**src/rtl/bitbang_frame_assembler.sv**
```systemverilog
`default_nettype none
// ============================================================================
//  Module   : bitbang_frame_assembler
//  Purpose  : Packs the 1-cycle byte strobes of the bit-bang receiver into a
//             fixed-length frame and offers it on a valid/ready handshake.
//             A partial frame that stalls for TIMEOUT_CYCLES byte-free cycles
//             is discarded. Bytes arriving while a finished frame is still
//             held are dropped and reported.
//  Ports    : clk, rst_n          - clock, synchronous active-low reset
//             byte_valid/data     - incoming byte strobe and value
//             frame_valid/data    - complete frame (first byte in the MSBs)
//             frame_ready         - consumer accepts the held frame
//             busy                - state is not IDLE
//             overrun             - pulse: byte dropped while holding
//             timeout_drop        - pulse: partial frame discarded
//  Revision : 1.0 - initial release
// ============================================================================
module bitbang_frame_assembler #(
    parameter int FRAME_BYTES    = 44,
    parameter int TIMEOUT_CYCLES = 1000000
) (
    input  logic                       clk,
    input  logic                       rst_n,
    input  logic                       byte_valid,
    input  logic [7:0]                 byte_data,
    output logic                       frame_valid,
    output logic [8*FRAME_BYTES-1:0]   frame_data,
    input  logic                       frame_ready,
    output logic                       busy,
    output logic                       overrun,
    output logic                       timeout_drop
);

    localparam int W      = 8 * FRAME_BYTES;
    localparam int CNT_W  = $clog2(FRAME_BYTES) + 1;
    localparam int IDLE_W = $clog2(TIMEOUT_CYCLES);

    localparam logic [1:0] S_IDLE    = 2'd0;
    localparam logic [1:0] S_COLLECT = 2'd1;
    localparam logic [1:0] S_HOLD    = 2'd2;

    // Count value seen when the final byte of a frame arrives.
    localparam logic [CNT_W-1:0]  C_LAST_BYTE = CNT_W'(FRAME_BYTES - 1);
    // Idle count reached on the last byte-free cycle before the drop.
    localparam logic [IDLE_W-1:0] C_IDLE_LAST = IDLE_W'(TIMEOUT_CYCLES - 1);

    logic [1:0]        state_q,        state_d;
    logic [CNT_W-1:0]  byte_cnt_q,     byte_cnt_d;
    logic [IDLE_W-1:0] idle_cnt_q,     idle_cnt_d;
    logic [W-1:0]      frame_data_q,   frame_data_d;
    logic              overrun_q,      overrun_d;
    logic              timeout_drop_q, timeout_drop_d;
    logic [W-1:0]      w_shifted;

    assign w_shifted = {frame_data_q[W-9:0], byte_data};

    always_comb begin
        state_d        = state_q;
        byte_cnt_d     = byte_cnt_q;
        idle_cnt_d     = idle_cnt_q;
        frame_data_d   = frame_data_q;
        overrun_d      = 1'b0;
        timeout_drop_d = 1'b0;

        case (state_q)
            S_IDLE: begin
                idle_cnt_d = '0;
                if (byte_valid) begin
                    frame_data_d = w_shifted;
                    byte_cnt_d   = CNT_W'(1);
                    state_d      = S_COLLECT;
                end
            end

            S_COLLECT: begin
                if (byte_valid) begin
                    // A byte on the expiry cycle is accepted; no drop.
                    frame_data_d = w_shifted;
                    idle_cnt_d   = '0;
                    if (byte_cnt_q == C_LAST_BYTE) begin
                        byte_cnt_d = '0;
                        state_d    = S_HOLD;
                    end else begin
                        byte_cnt_d = byte_cnt_q + CNT_W'(1);
                    end
                end else if (idle_cnt_q == C_IDLE_LAST) begin
                    state_d        = S_IDLE;
                    byte_cnt_d     = '0;
                    idle_cnt_d     = '0;
                    frame_data_d   = '0;
                    timeout_drop_d = 1'b1;
                end else begin
                    idle_cnt_d = idle_cnt_q + IDLE_W'(1);
                end
            end

            S_HOLD: begin
                idle_cnt_d = '0;
                if (frame_ready) begin
                    if (byte_valid) begin
                        // Handshake and new byte together: the byte opens
                        // the next frame rather than being lost.
                        frame_data_d = w_shifted;
                        byte_cnt_d   = CNT_W'(1);
                        state_d      = S_COLLECT;
                    end else begin
                        state_d = S_IDLE;
                    end
                end else if (byte_valid) begin
                    overrun_d = 1'b1;
                end
            end

            default: begin
                state_d    = S_IDLE;
                byte_cnt_d = '0;
                idle_cnt_d = '0;
            end
        endcase
    end

    always_ff @(posedge clk) begin
        if (!rst_n) begin
            state_q        <= S_IDLE;
            byte_cnt_q     <= '0;
            idle_cnt_q     <= '0;
            frame_data_q   <= '0;
            overrun_q      <= 1'b0;
            timeout_drop_q <= 1'b0;
        end else begin
            state_q        <= state_d;
            byte_cnt_q     <= byte_cnt_d;
            idle_cnt_q     <= idle_cnt_d;
            frame_data_q   <= frame_data_d;
            overrun_q      <= overrun_d;
            timeout_drop_q <= timeout_drop_d;
        end
    end

    assign frame_valid  = (state_q == S_HOLD);
    assign busy         = (state_q != S_IDLE);
    assign frame_data   = frame_data_q;
    assign overrun      = overrun_q;
    assign timeout_drop = timeout_drop_q;

endmodule
`default_nettype wire

```
**config.mk**
```make
export PLATFORM = sky130hd
export DESIGN_NAME = bitbang_frame_assembler
export DESIGN_NICKNAME = d
export VERILOG_FILES = /design/src/rtl/bitbang_frame_assembler.sv
export SDC_FILE = /design/constraint.sdc
export NUM_CORES = 1
export LEC_CHECK = 0
export BUFFER_PORTS_ARGS = -buffer_cell sky130_fd_sc_hd__buf_2
export CORE_MARGIN = 8
export CORE_UTILIZATION = 47
export CTS_BUF_LIST = sky130_fd_sc_hd__clkbuf_2
export DETAILED_ROUTE_END_ITERATION = 8
export PLACE_DENSITY = 0.71
export SYNTH_ARGS = -nofsm -noshare
export SYNTH_HDL_FRONTEND = slang
export SYNTH_SLANG_ARGS = --single-unit
```
**constraint.sdc**
```tcl
create_clock -name clk -period 2.55 [get_ports clk]
set_input_delay 0.51 -clock clk [delete_from_list [all_inputs] [get_ports clk]]
set_output_delay 0.51 -clock clk [all_outputs]
set_load 0.05 [all_outputs]
```
# Word level (Yosys, flattened, before mapping)
# Cells that the tools add are included.
totals:
  out_inout_bits: 356
  input_bits: 12
  register_bits: 383
  elab_cells: 48
op_classes:
  n_eq_ne: 8
  n_addsub: 2
  n_mux: 20
  n_reduce_logical: 9
  bitwise_logic: 3
ops:
  columns: ["op", "count"]
  rows:
  - ["352-bit 2-to-1 mux", 4]
  - ["352-bit case mux with 3 select lines", 1]
  - ["7-bit 2-to-1 mux", 5]
  - ["7-bit case mux with 3 select lines", 1]
  - ["20-bit by 1-bit adder with 20-bit output (second input constant)", 1]
  - ["20-bit equality test (second input constant)", 1]
  - ["2-bit 2-to-1 mux", 5]
  - ["7-bit by 1-bit adder with 7-bit output (second input constant)", 1]
  - ["7-bit by 6-bit equality test with 1-bit output (second input constant)", 1]
  - ["3-bit != test (second input constant)", 2]
  - ["2-bit case mux with 3 select lines", 1]
  - ["3-bit OR reduction", 2]
  - ["4-bit AND reduction", 1]
  - ["4-bit OR reduction", 1]
  - ["1-bit 2-to-1 mux", 3]
  - ["1-bit NOT", 3]
  - ["3-bit AND reduction", 1]
  - ["3-bit nonzero test", 1]
  - ["2-bit by 1-bit equality test with 1-bit output (second input constant)", 1]
  - ["2-bit equality test (second input constant)", 1]
  - ["2-bit zero test", 1]
  - ["2-bit by 1-bit != test with 1-bit output (second input constant)", 1]
  - ["2-bit != test (second input constant)", 1]
  - ["2-bit AND reduction", 1]
  - ["2-bit nonzero test", 1]

# Logic depth before layout (Yosys ltp)
# Gate-level depths: netlist of the first run.
depth:
  depth_word: 4
  depth_mapped: 9
  depth_no_buf: 6

# Least setup slack after synthesis of the first run
# OpenSTA, ideal clock, no wires.
synth_timing:
  path_type: "flip-flop to flip-flop"
  startpoint: "register idle_cnt_q[0]"
  endpoint: "register frame_data_q[255] (netlist: frame_data[255])"
  stages_incl_launch_ff: 10
  path_buffers: 3
  path_slack_ns: 0.604
  synth_period_minus_slack_ns: 1.946
  t_required_ns: 2.430
  setup_ns: 0.120
  arrival_time_ns: 1.827
  cell_sequence: "dfxtp_1 > ha_1 > nand2_1 > nand4bb_1 > a211oi_2 > nand2_1 > buf_2 > buf_6 > buf_6 > mux2i_1"
synth_between:
  elab_chain_cells: 3
synth_lines:
  columns: ["element", "line_no", "rtl"]
  rows:
  - ["start, declared", "49", "logic [IDLE_W-1:0] idle_cnt_q, idle_cnt_d;"]
  - ["start signal, assigned", "133", "idle_cnt_q <= idle_cnt_d;"]
  - ["20-bit equality test", "86", "end else if (idle_cnt_q == C_IDLE_LAST) begin"]
  - ["3-bit != test (no line)", null, null]
  - ["3-bit AND reduction (no line)", null, null]
  - ["end signal, assigned", "134", "frame_data_q <= frame_data_d;"]
  - ["end, declared", "50", "logic [W-1:0] frame_data_q, frame_data_d;"]
# No other way between the ends.
# A chain may end at the register's enable or synchronous reset.

# Final worst setup path of the first run
layout_timing:
  startpoint: "register state_q[0]"
  endpoint: "output busy"
layout_between:
  elab_chain_cells: 1
layout_lines:
  columns: ["element", "line_no", "rtl"]
  rows:
  - ["start, declared", "47", "logic [1:0] state_q, state_d;"]
  - ["start signal, assigned", "131", "state_q <= state_d;"]
  - ["2-bit nonzero test", "141", "assign busy = (state_q != S_IDLE);"]
  - ["end, declared", "29", "output logic busy,"]
# No other way between the ends.

==> metrics.csv, run 1 <==
stage,metric,value,unit
yosys,synthFlopType,dfxtp_1,
yosys,synthXorXnorAreaFrac,0.00990,
pwr,power.leakage,8.74,nW
timing,slew_headroom,0.505,
setup_path,regToRegEndpoint,frame_data[0],
placement,placed_area,0.0181,sq mm
setup_path,worst-path-max-fanout,9,
yosys,yosys-mux-area-fraction,0.221,
clocking,clk_latency,0.96,ns
yosys,syn_inst,1734,
clocking,clockBufferDepth,3,
yosys,synth_area_leaders,"dfxtp_1, mux2i_1, nand3_1",
timing,finalMaxSlewViolations,0,
clocking,clkTransAtPathRegs,0.10,ns
yosys,synth_fa_ha_area_frac,0.00157,
floorplan,die_w,200,um
outcome,outcome,finished clean,
floorplan,die-area,0.0400,sq mm
yosys,synth_top_family_by_area,simple AND/OR/NAND/NOR gates,
finish,final_cell_mix,"dfxtp_1, nand2_1, buf_2",
setup_path,critPathCaptureType,primary output,
drt,wl,43800,um
timing,rsz0062_at_grt,false,
clocking,root_buffer,clkbuf_2,
floorplan,initial_core_util,0.476,
min_path,hold_path.class,in2reg,
yosys,yosys.area_share.simple,0.224,
global_routing,antenna_found_initial,2,
global_routing,grt.total_usage,0.208,
setup_path,rr_worst_depth,6,
finish,final_common_cell,dfxtp_1,
finish,instances_no_fill,2597,
finish,design_area,0.0190,sq mm
yosys,yosysTopAreaCell,dfxtp_1,
yosys,ys_types,36,
flow_run,cap_viol_max_count,0,
drt,drtIter0Drc,737,
floorplan,row_count,67,
floorplan,ioPinCount,368,
finish,final_nets,2113,
placement,port_buffers,367,
drt,wire_per_inst,16.9,um
clocking,cts_tree,yes,
drt,drt_pass1_iterations,6,
timing,final_hold_viol_count,0,
placement,post-dp-hpwl,30400,um
setup_path,criticalPathCategory,reg2out,
global_routing,grt_pass1_wl,70400,um
yosys,synth_compound_area_frac,0.00856,
timing,whs,0.366,ns
clocking,cts_sinks,383,
clocking,cts_setup_buffers,0,
timing,fin_crit,2.34,ns
yosys,synth_top_area_frac,0.481,
yosys,netlist_area,0.0159,sq mm
setup_path,crit_end,busy,
setup_path,required,2.04,ns
setup_path,arrival,1.83,ns
finish,drive_above_1_share,0.257,
yosys,yosysSeqAreaShare,0.481,
global_routing,grt_pass1_vias,13300,
placement,gp_congestion,0.785,
yosys,synth_area_per_cell,9.19,sq um
drt,drc_errors,0,
timing,worstMarginPinSlew,0.740,ns
floorplan,die_h,200,um
drt,dr_total_vias,13700,
timing,fin_skew,0.0404,ns
yosys,synth_seq_cells,383,
setup_path,timing.rr.start,state_q[0],
setup_path,crit_chain,or2_2 -> buf_2,
setup_path,start_kind,register,
yosys,synth_edf_count,0,
pwr,p_per_area,578,mW/mm^2
floorplan,core,0.0334,sq mm
placement,dp_cells,2434,
setup_path,r2r_slack,0.28,ns
setup_path,critPathLaunch,state_q[0],
min_path,holdPathStages,4,
timing,setup_viol,0,
pwr,p_total,11.0,mW
timing,fmax,428,MHz
timing,final.setup.tns,0,ns
timing,finalCritPeriodShare,0.916,
yosys,synthesis.nets,1748,
yosys,ys_async_sr_fraction,0,
global_routing,grt_max_degree,121,
setup_path,slowest_delay,0.38,ns
drt,viasPerCell,5.27,
yosys,yosysWarningCount,0,
clocking,htree_levels,3,
global_routing,grt.overflow.total,0,
setup_path,slowest_stage,dfxtp_1,
drt,ant_nets,0,
pwr,peakVddDrop,0.000363,V
clocking,numCtsBuffers,98,
finish,area_growth,19.4,%
==> critical path: cells and delay by family, from the launching register on <==
family        cells  cell delay, ns
buf+inv           1            0.21
simple gates      1            0.29
flops             1            0.38
==> registers in the layout (all words and copies together), names as in the netlist <==
| register | flops |
|---|---|
| idle_cnt_q | 20 |
| frame_data | 352 |
| overrun | 1 |
| byte_cnt_q | 7 |
| state_q | 2 |
| timeout_drop | 1 |
==> cells by family after synthesis <==
| logic type | Yosys count |
|---|---|
| xor+xnor | 18 |
| simple gates | 795 |
| flops | 383 |
| mux | 352 |
| compound gates | 22 |
| buf+inv | 162 |
| fa+ha+maj | 2 |
==> routing by layer <==
layer / wire (um) / global-route usage / vias up / share of wire
met4: 1110 / 0.0781 / 0 / 0.025
met5: 0 / 0 / - / 0
met2: 20100 / 0.326 / 460 / 0.46
met3: 4290 / 0.0910 / 81 / 0.098
li1: - / - / 6684 / -
met1: 18300 / 0.249 / 6474 / 0.42
==> cells in the mapped netlist (all sizes together) (2+ instances only) <==
master,n
and3b,2
mux2i,352
buf,39
nand2b,3
ha,2
xor2,12
and3,4
or2,2
clkbuf,121
o21ai,7
nor2,29
and4,3
nand3,363
nor3,3
nand4,3
a31oi,5
dfxtp,383
inv,2
nand2,369
nor4b,2
nor2b,6
a21oi,5
xnor2,6
nor4,2
==> metrics by stage <==
stage	setup slack, ns	util
5_1_grt	0.0137	0.569
3_5_place_dp	0.277	0.542
4_1_cts	0.0126	0.569
3_3_place_gp	0.315	0.542
2_1_floorplan	0.604	-
6_report	0.213	0.569
==> how the worst min path moves through the flow <==
stage	from	end	slack (ns)
4_1_cts	byte_data[5]	frame_data[5]	0.24
5_1_grt	byte_data[5]	frame_data[5]	0.23
2_1_floorplan	idle_cnt_q[0]	idle_cnt_q[0]	0.42
3_5_place_dp	idle_cnt_q[0]	idle_cnt_q[0]	0.44
3_3_place_gp	idle_cnt_q[0]	idle_cnt_q[0]	0.43
6_report	byte_data[6]	frame_data[6]	0.37
==> repair_timing <==
action,4_1_cts,5_1_grt
endpoints found under the hold margin,30,0
resized for setup,0,2
endpoints found under the setup margin,0,1
hold buffers,13,0
==> report_power, final <==
group          internal, mW  switching (mW)  leakage [nW]
clock                  1.50            2.36         0.584
sequential             6.00          0.0247          3.09
combinational         0.420           0.690          5.07
total                  7.92            3.07          8.74
==> final cells by class <==
class	instances	area, sq um
Antenna cell	2	5.00
Sequential cell	383	7670
Tap cell	448	561
Timing Repair Buffer	425	2590
Clock buffer	124	621
Clock inverter	24	148
Inverter	2	7.51
Multi-Input combinational cell	1189	7420
Fill cell	3045	14400
Note: power is estimated with default switching activity, not from simulation.
==> inputs of run 2 (changes only) <==
==> constraint.sdc (replaced) <==
create_clock -name clk -period 2.55 [get_ports clk]
set_input_delay 0.1275 -clock clk [delete_from_list [all_inputs] [get_ports clk]]
set_output_delay 0.1275 -clock clk [all_outputs]
set_load 0.05 [all_outputs]
==> run 2 against run 1 <==
Net effect: sequential cell count is the same; critical path depth grew 4; register-to-register slack lost 0.15 ns; clock power grew 2%; clock-buffer cell count grew 11; largest power group unchanged; highest routed layer unchanged.
==> metrics.csv, run 2 (synthesis results as in run 1) <==
stage,metric,value,unit
clocking,numCtsBuffers,99,
timing,fmax,413,MHz
floorplan,die_w,200,um
setup_path,criticalPathCategory,reg2reg,
min_path,hold_path.class,in2reg,
drt,ant_nets,0,
finish,final_cell_mix,"dfxtp_1, nand2_1, buf_2",
timing,worstMarginPinSlew,0.883,ns
finish,final_common_cell,dfxtp_1,
pwr,power.leakage,8.77,nW
placement,port_buffers,367,
drt,dr_total_vias,13700,
timing,fin_skew,0.0690,ns
pwr,p_per_area,579,mW/mm^2
min_path,holdPathStages,5,
floorplan,initial_core_util,0.476,
finish,area_growth,19.7,%
setup_path,start_kind,register,
global_routing,antenna_found_initial,1,
pwr,peakVddDrop,0.000354,V
timing,finalCritPeriodShare,0.948,
floorplan,die_h,200,um
global_routing,grt_max_degree,188,
setup_path,rr_worst_depth,6,
clocking,clockBufferDepth,3,
global_routing,grt.total_usage,0.206,
drt,drt_pass1_iterations,5,
global_routing,grt_pass1_wl,69400,um
timing,final.setup.tns,0,ns
min_path,hold_start,byte_valid,
drt,wire_per_inst,16.9,um
drt,drtIter0Drc,764,
floorplan,die-area,0.0400,sq mm
setup_path,worst-path-max-fanout,73,
global_routing,grt.overflow.total,0,
placement,placed_area,0.0179,sq mm
setup_path,required,3.36,ns
finish,final_nets,2119,
placement,gp_congestion,0.821,
timing,final_hold_viol_count,0,
placement,post-dp-hpwl,29800,um
timing,fin_crit,2.42,ns
outcome,outcome,finished clean,
timing,rsz0062_at_grt,false,
timing,whs,0.245,ns
clocking,cts_tree,yes,
min_path,whs_endpoint,byte_cnt_q[0],
finish,drive_above_1_share,0.255,
floorplan,row_count,67,
global_routing,grt_pass1_vias,13200,
setup_path,timing.rr.start,state_q[0],
setup_path,arrival,3.22,ns
drt,drc_errors,0,
finish,largest_reg_flops,352,
setup_path,r2r_slack,0.13,ns
clocking,htree_levels,3,
timing,finalMaxSlewViolations,0,
setup_path,regToRegEndpoint,frame_data[325],
timing,slew_headroom,0.412,
clocking,root_buffer,clkbuf_2,
clocking,clk_latency,0.93,ns
timing,setup_viol,0,
setup_path,critPathCaptureType,register,
clocking,cts_sinks,383,
finish,num-fill-cells,3068,
drt,wl,44200,um
clocking,clkTransAtPathRegs,0.09,ns
floorplan,core,0.0334,sq mm
floorplan,ioPinCount,368,
finish,design_area,0.0191,sq mm
drt,viasPerCell,5.22,
flow_run,cap_viol_max_count,0,
[run 2: cell types whose count changed in the layout (fill, tap and decap cells not counted), sizes merged]
cell         previous run  this run
dlygate4sd3            13        31
inv                     4         5
clkbuf                125       136
buf                   411       398
bufinv                  2         1
clkinv                 19        21
[run 2: area by class of cell]
type                    instances  area, sq um  share of cell area
well taps                     448          561              0.0294
inverters                       2         7.51            0.000394
diodes                          2         5.00            0.000262
flip-flops and latches        383         7670               0.402
clock buffers                 135          676              0.0354
repair buffers                430         2600               0.136
multi-input cells            1189         7420               0.389
clock inverters                26          133             0.00696
[run 2: report_power, final]
group,leakage (nW),switching (mW),total (mW),internal [mW]
clock,0.630,2.42,3.94,1.51
sequential,3.09,0.0247,6.02,6.00
combinational,5.05,0.688,1.09,0.399
total,8.77,3.13,11.0,7.91
[run 2: metal layers]
layer  part of all wire  track usage
met5                  0            0
met3              0.093       0.0829
met2               0.46        0.330
met4              0.025       0.0829
met1               0.42        0.244
[run 2: worst max-delay path, cell delays in order, from the launching register on]
cell and delay, ns:
dfxtp_1 0.46, or3b_4 0.46, a21oi_1 0.17, a211oi_2 0.09
nand2_4 0.32, buf_12 0.41, mux2i_1 0.25
[run 2: repair_timing]
item,in CTS,in global routing
setup buffers,0,0
hold endpoints to repair,365,0
setup endpoints to repair,0,59
resized for setup,0,1
hold buffers,31,0
[run 2: per-stage QoR]
step,setup slack (ns),util,instances,power [mW]
6_report,0.132,0.570,2615,11.0
5_1_grt,0.0134,0.570,2615,11.6
4_1_cts,0.0371,0.569,2612,11.2
3_5_place_dp,0.0996,0.536,2420,7.20
3_3_place_gp,0.179,0.536,2420,7.19
2_1_floorplan,0.604,-,1734,7.05
[run 2: worst max path at each step]
stage / startpoint / endpoint / slack, ns
floorplan: idle_cnt_q[0] / frame_data[255] / 0.60
global placement: state_q[0] / frame_data[203] / 0.18
detailed placement: state_q[0] / frame_data[117] / 0.1
CTS: state_q[0] / frame_data[163] / 0.04
global route: state_q[0] / frame_data[333] / 0.01
finish: state_q[0] / frame_data[325] / 0.13
==> inputs of run 3 (changes only) <==
Settings changed: CORE_MARGIN 8 to unset, CTS_CLUSTER_SIZE set to 8.
==> run 3 against run 2 <==
Net effect: wire length shrank 7.9%; power grew 1.3%; core utilization grew 0.34 points; first-iteration DRC count grew 11%; clock skew grew 0.0013 ns; design area grew 0.59%; highest routed layer unchanged; global-route usage grew 1.7 points; combinational power is essentially flat.
==> metrics.csv, run 3 (synthesis results as in run 1) <==
stage,metric,value,unit
timing,fin_crit,2.40,ns
timing,final_hold_viol_count,0,
setup_path,worst-path-stages,5,
finish,regArea,0.00767,sq mm
drt,drc_errors,0,
timing,final.setup.tns,0,ns
clocking,cts_tree,yes,
placement,post-dp-hpwl,27300,um
min_path,hold_path.class,in2reg,
clocking,cts_setup_buffers,0,
floorplan,core,0.0334,sq mm
timing,finalMaxSlewViolations,0,
clocking,ctsResizeCount,0,
global_routing,grt.overflow.total,0,
setup_path,rr_worst_depth,5,
drt,wl,40700,um
global_routing,antenna_found_initial,2,
timing,slew_headroom,0.455,
timing,fmax,417,MHz
timing,rsz0062_at_grt,false,
floorplan,die-area,0.0346,sq mm
finish,num-fill-cells,3089,
setup_path,start_kind,register,
setup_path,arrival,3.23,ns
finish,largest_reg_flops,352,
clocking,numCtsBuffers,99,
timing,worstMarginPinSlew,0.818,ns
clocking,root_buffer,clkbuf_2,
clocking,htree_levels,3,
placement,gp_congestion,0.781,
clocking,cts_sinks,383,
drt,ant_nets,0,
clocking,clk_latency,1.00,ns
finish,multi_input_area,0.00742,sq mm
drt,dr_total_vias,13600,
timing,fin_skew,0.0703,ns
setup_path,critical_path.top_delay_family,buffers and inverters,
floorplan,row_count,67,
finish,final_common_cell,dfxtp_1,
setup_path,critPathCaptureType,register,
setup_path,worst-path-max-fanout,166,
pwr,p_total,11.2,mW
floorplan,die_w,186,um
setup_path,criticalPathCategory,reg2reg,
drt,viasPerCell,5.18,
global_routing,grt_pass1_wl,62300,um
finish,final_nets,2125,
finish,final_cell_mix,"dfxtp_1, nand2_1, buf_2",
setup_path,crit_chain,or3b_4 -> buf_12 -> nand3_1 -> dlygate4sd3_1 -> mux2i_1,
placement,placed_area,0.0180,sq mm
global_routing,grt_max_degree,167,
global_routing,grt_pass1_vias,12500,
finish,drive_above_1_share,0.260,
timing,setup_viol,0,
floorplan,ioPinCount,368,
setup_path,r2r_slack,0.15,ns
clocking,clkTransAtPathRegs,0.09,ns
setup_path,path_buf_inv,2,
setup_path,slowest_stage,dlygate4sd3_1,
finish,instances_no_fill,2629,
timing,finalCritPeriodShare,0.941,
drt,wire_per_inst,15.5,um
clocking,cts_hold_buf,29,
setup_path,required,3.38,ns
pwr,power.leakage,8.83,nW
floorplan,initial_core_util,0.476,
setup_path,slowest_delay,0.57,ns
placement,port_buffers,367,
outcome,outcome,finished clean,
drt,drtIter0Drc,850,
floorplan,die_h,186,um
pwr,peakVddDrop,0.000280,V
finish,design_area,0.0192,sq mm
clocking,clockBufferDepth,3,
global_routing,grt.total_usage,0.223,
drt,drt_pass1_iterations,5,
min_path,holdPathStages,4,
finish,area_growth,20.4,%
pwr,p_per_area,583,mW/mm^2
placement,dp_cells,2429,
flow_run,cap_viol_max_count,0,
-- run 3: where the power goes --
group          leakage [nW]  switching, mW  internal [mW]
Sequential             3.09         0.0202           6.00
Clock                 0.659           2.48           1.60
Combinational          5.09          0.688          0.407
Total                  8.83           3.18           8.00
-- run 3: worst paths after layout --
path | startpoint | to
max | state_q[0] | frame_data[7]
max reg2reg | state_q[0] | frame_data[7]
min | byte_valid | state_q[0]
min reg2reg | frame_data[198] | frame_data[206]
-- run 3: final cells by class --
| type | count | area share |
|---|---|---|
| multi-input combinational | 1189 | 0.387 |
| antenna | 2 | 0.000261 |
| sequential | 383 | 0.400 |
| clock inverter | 26 | 0.00731 |
| tap | 448 | 0.0292 |
| timing repair buffer | 436 | 0.139 |
| inverter | 2 | 0.000391 |
| clock buffer | 143 | 0.0373 |
-- run 3: per-stage QoR --
stage                     setup WS (ns)   util  hold slack [ns]
after floorplan                   0.604      -            0.273
after global placement            0.435  0.539            0.389
after detailed placement          0.358  0.539            0.396
after CTS                         0.293  0.573          0.00802
after global routing              0.143  0.573            0.110
final                             0.150  0.573            0.119
-- run 3: routing by layer --
layer	wire length [um]	share of wire	up-vias	track usage
met3	3750	0.092	48	0.0904
met1	17100	0.42	6425	0.264
met5	0	0	-	0
li1	-	-	6736	-
met2	19200	0.47	416	0.361
met4	650	0.016	0	0.0833
-- run 3: tightest hold or removal path, cell delays in order --
cell	delay, ns
dlygate4sd3_1	0.53
buf_2	0.16
a31oi_1	0.16
a21boi_0	0.09
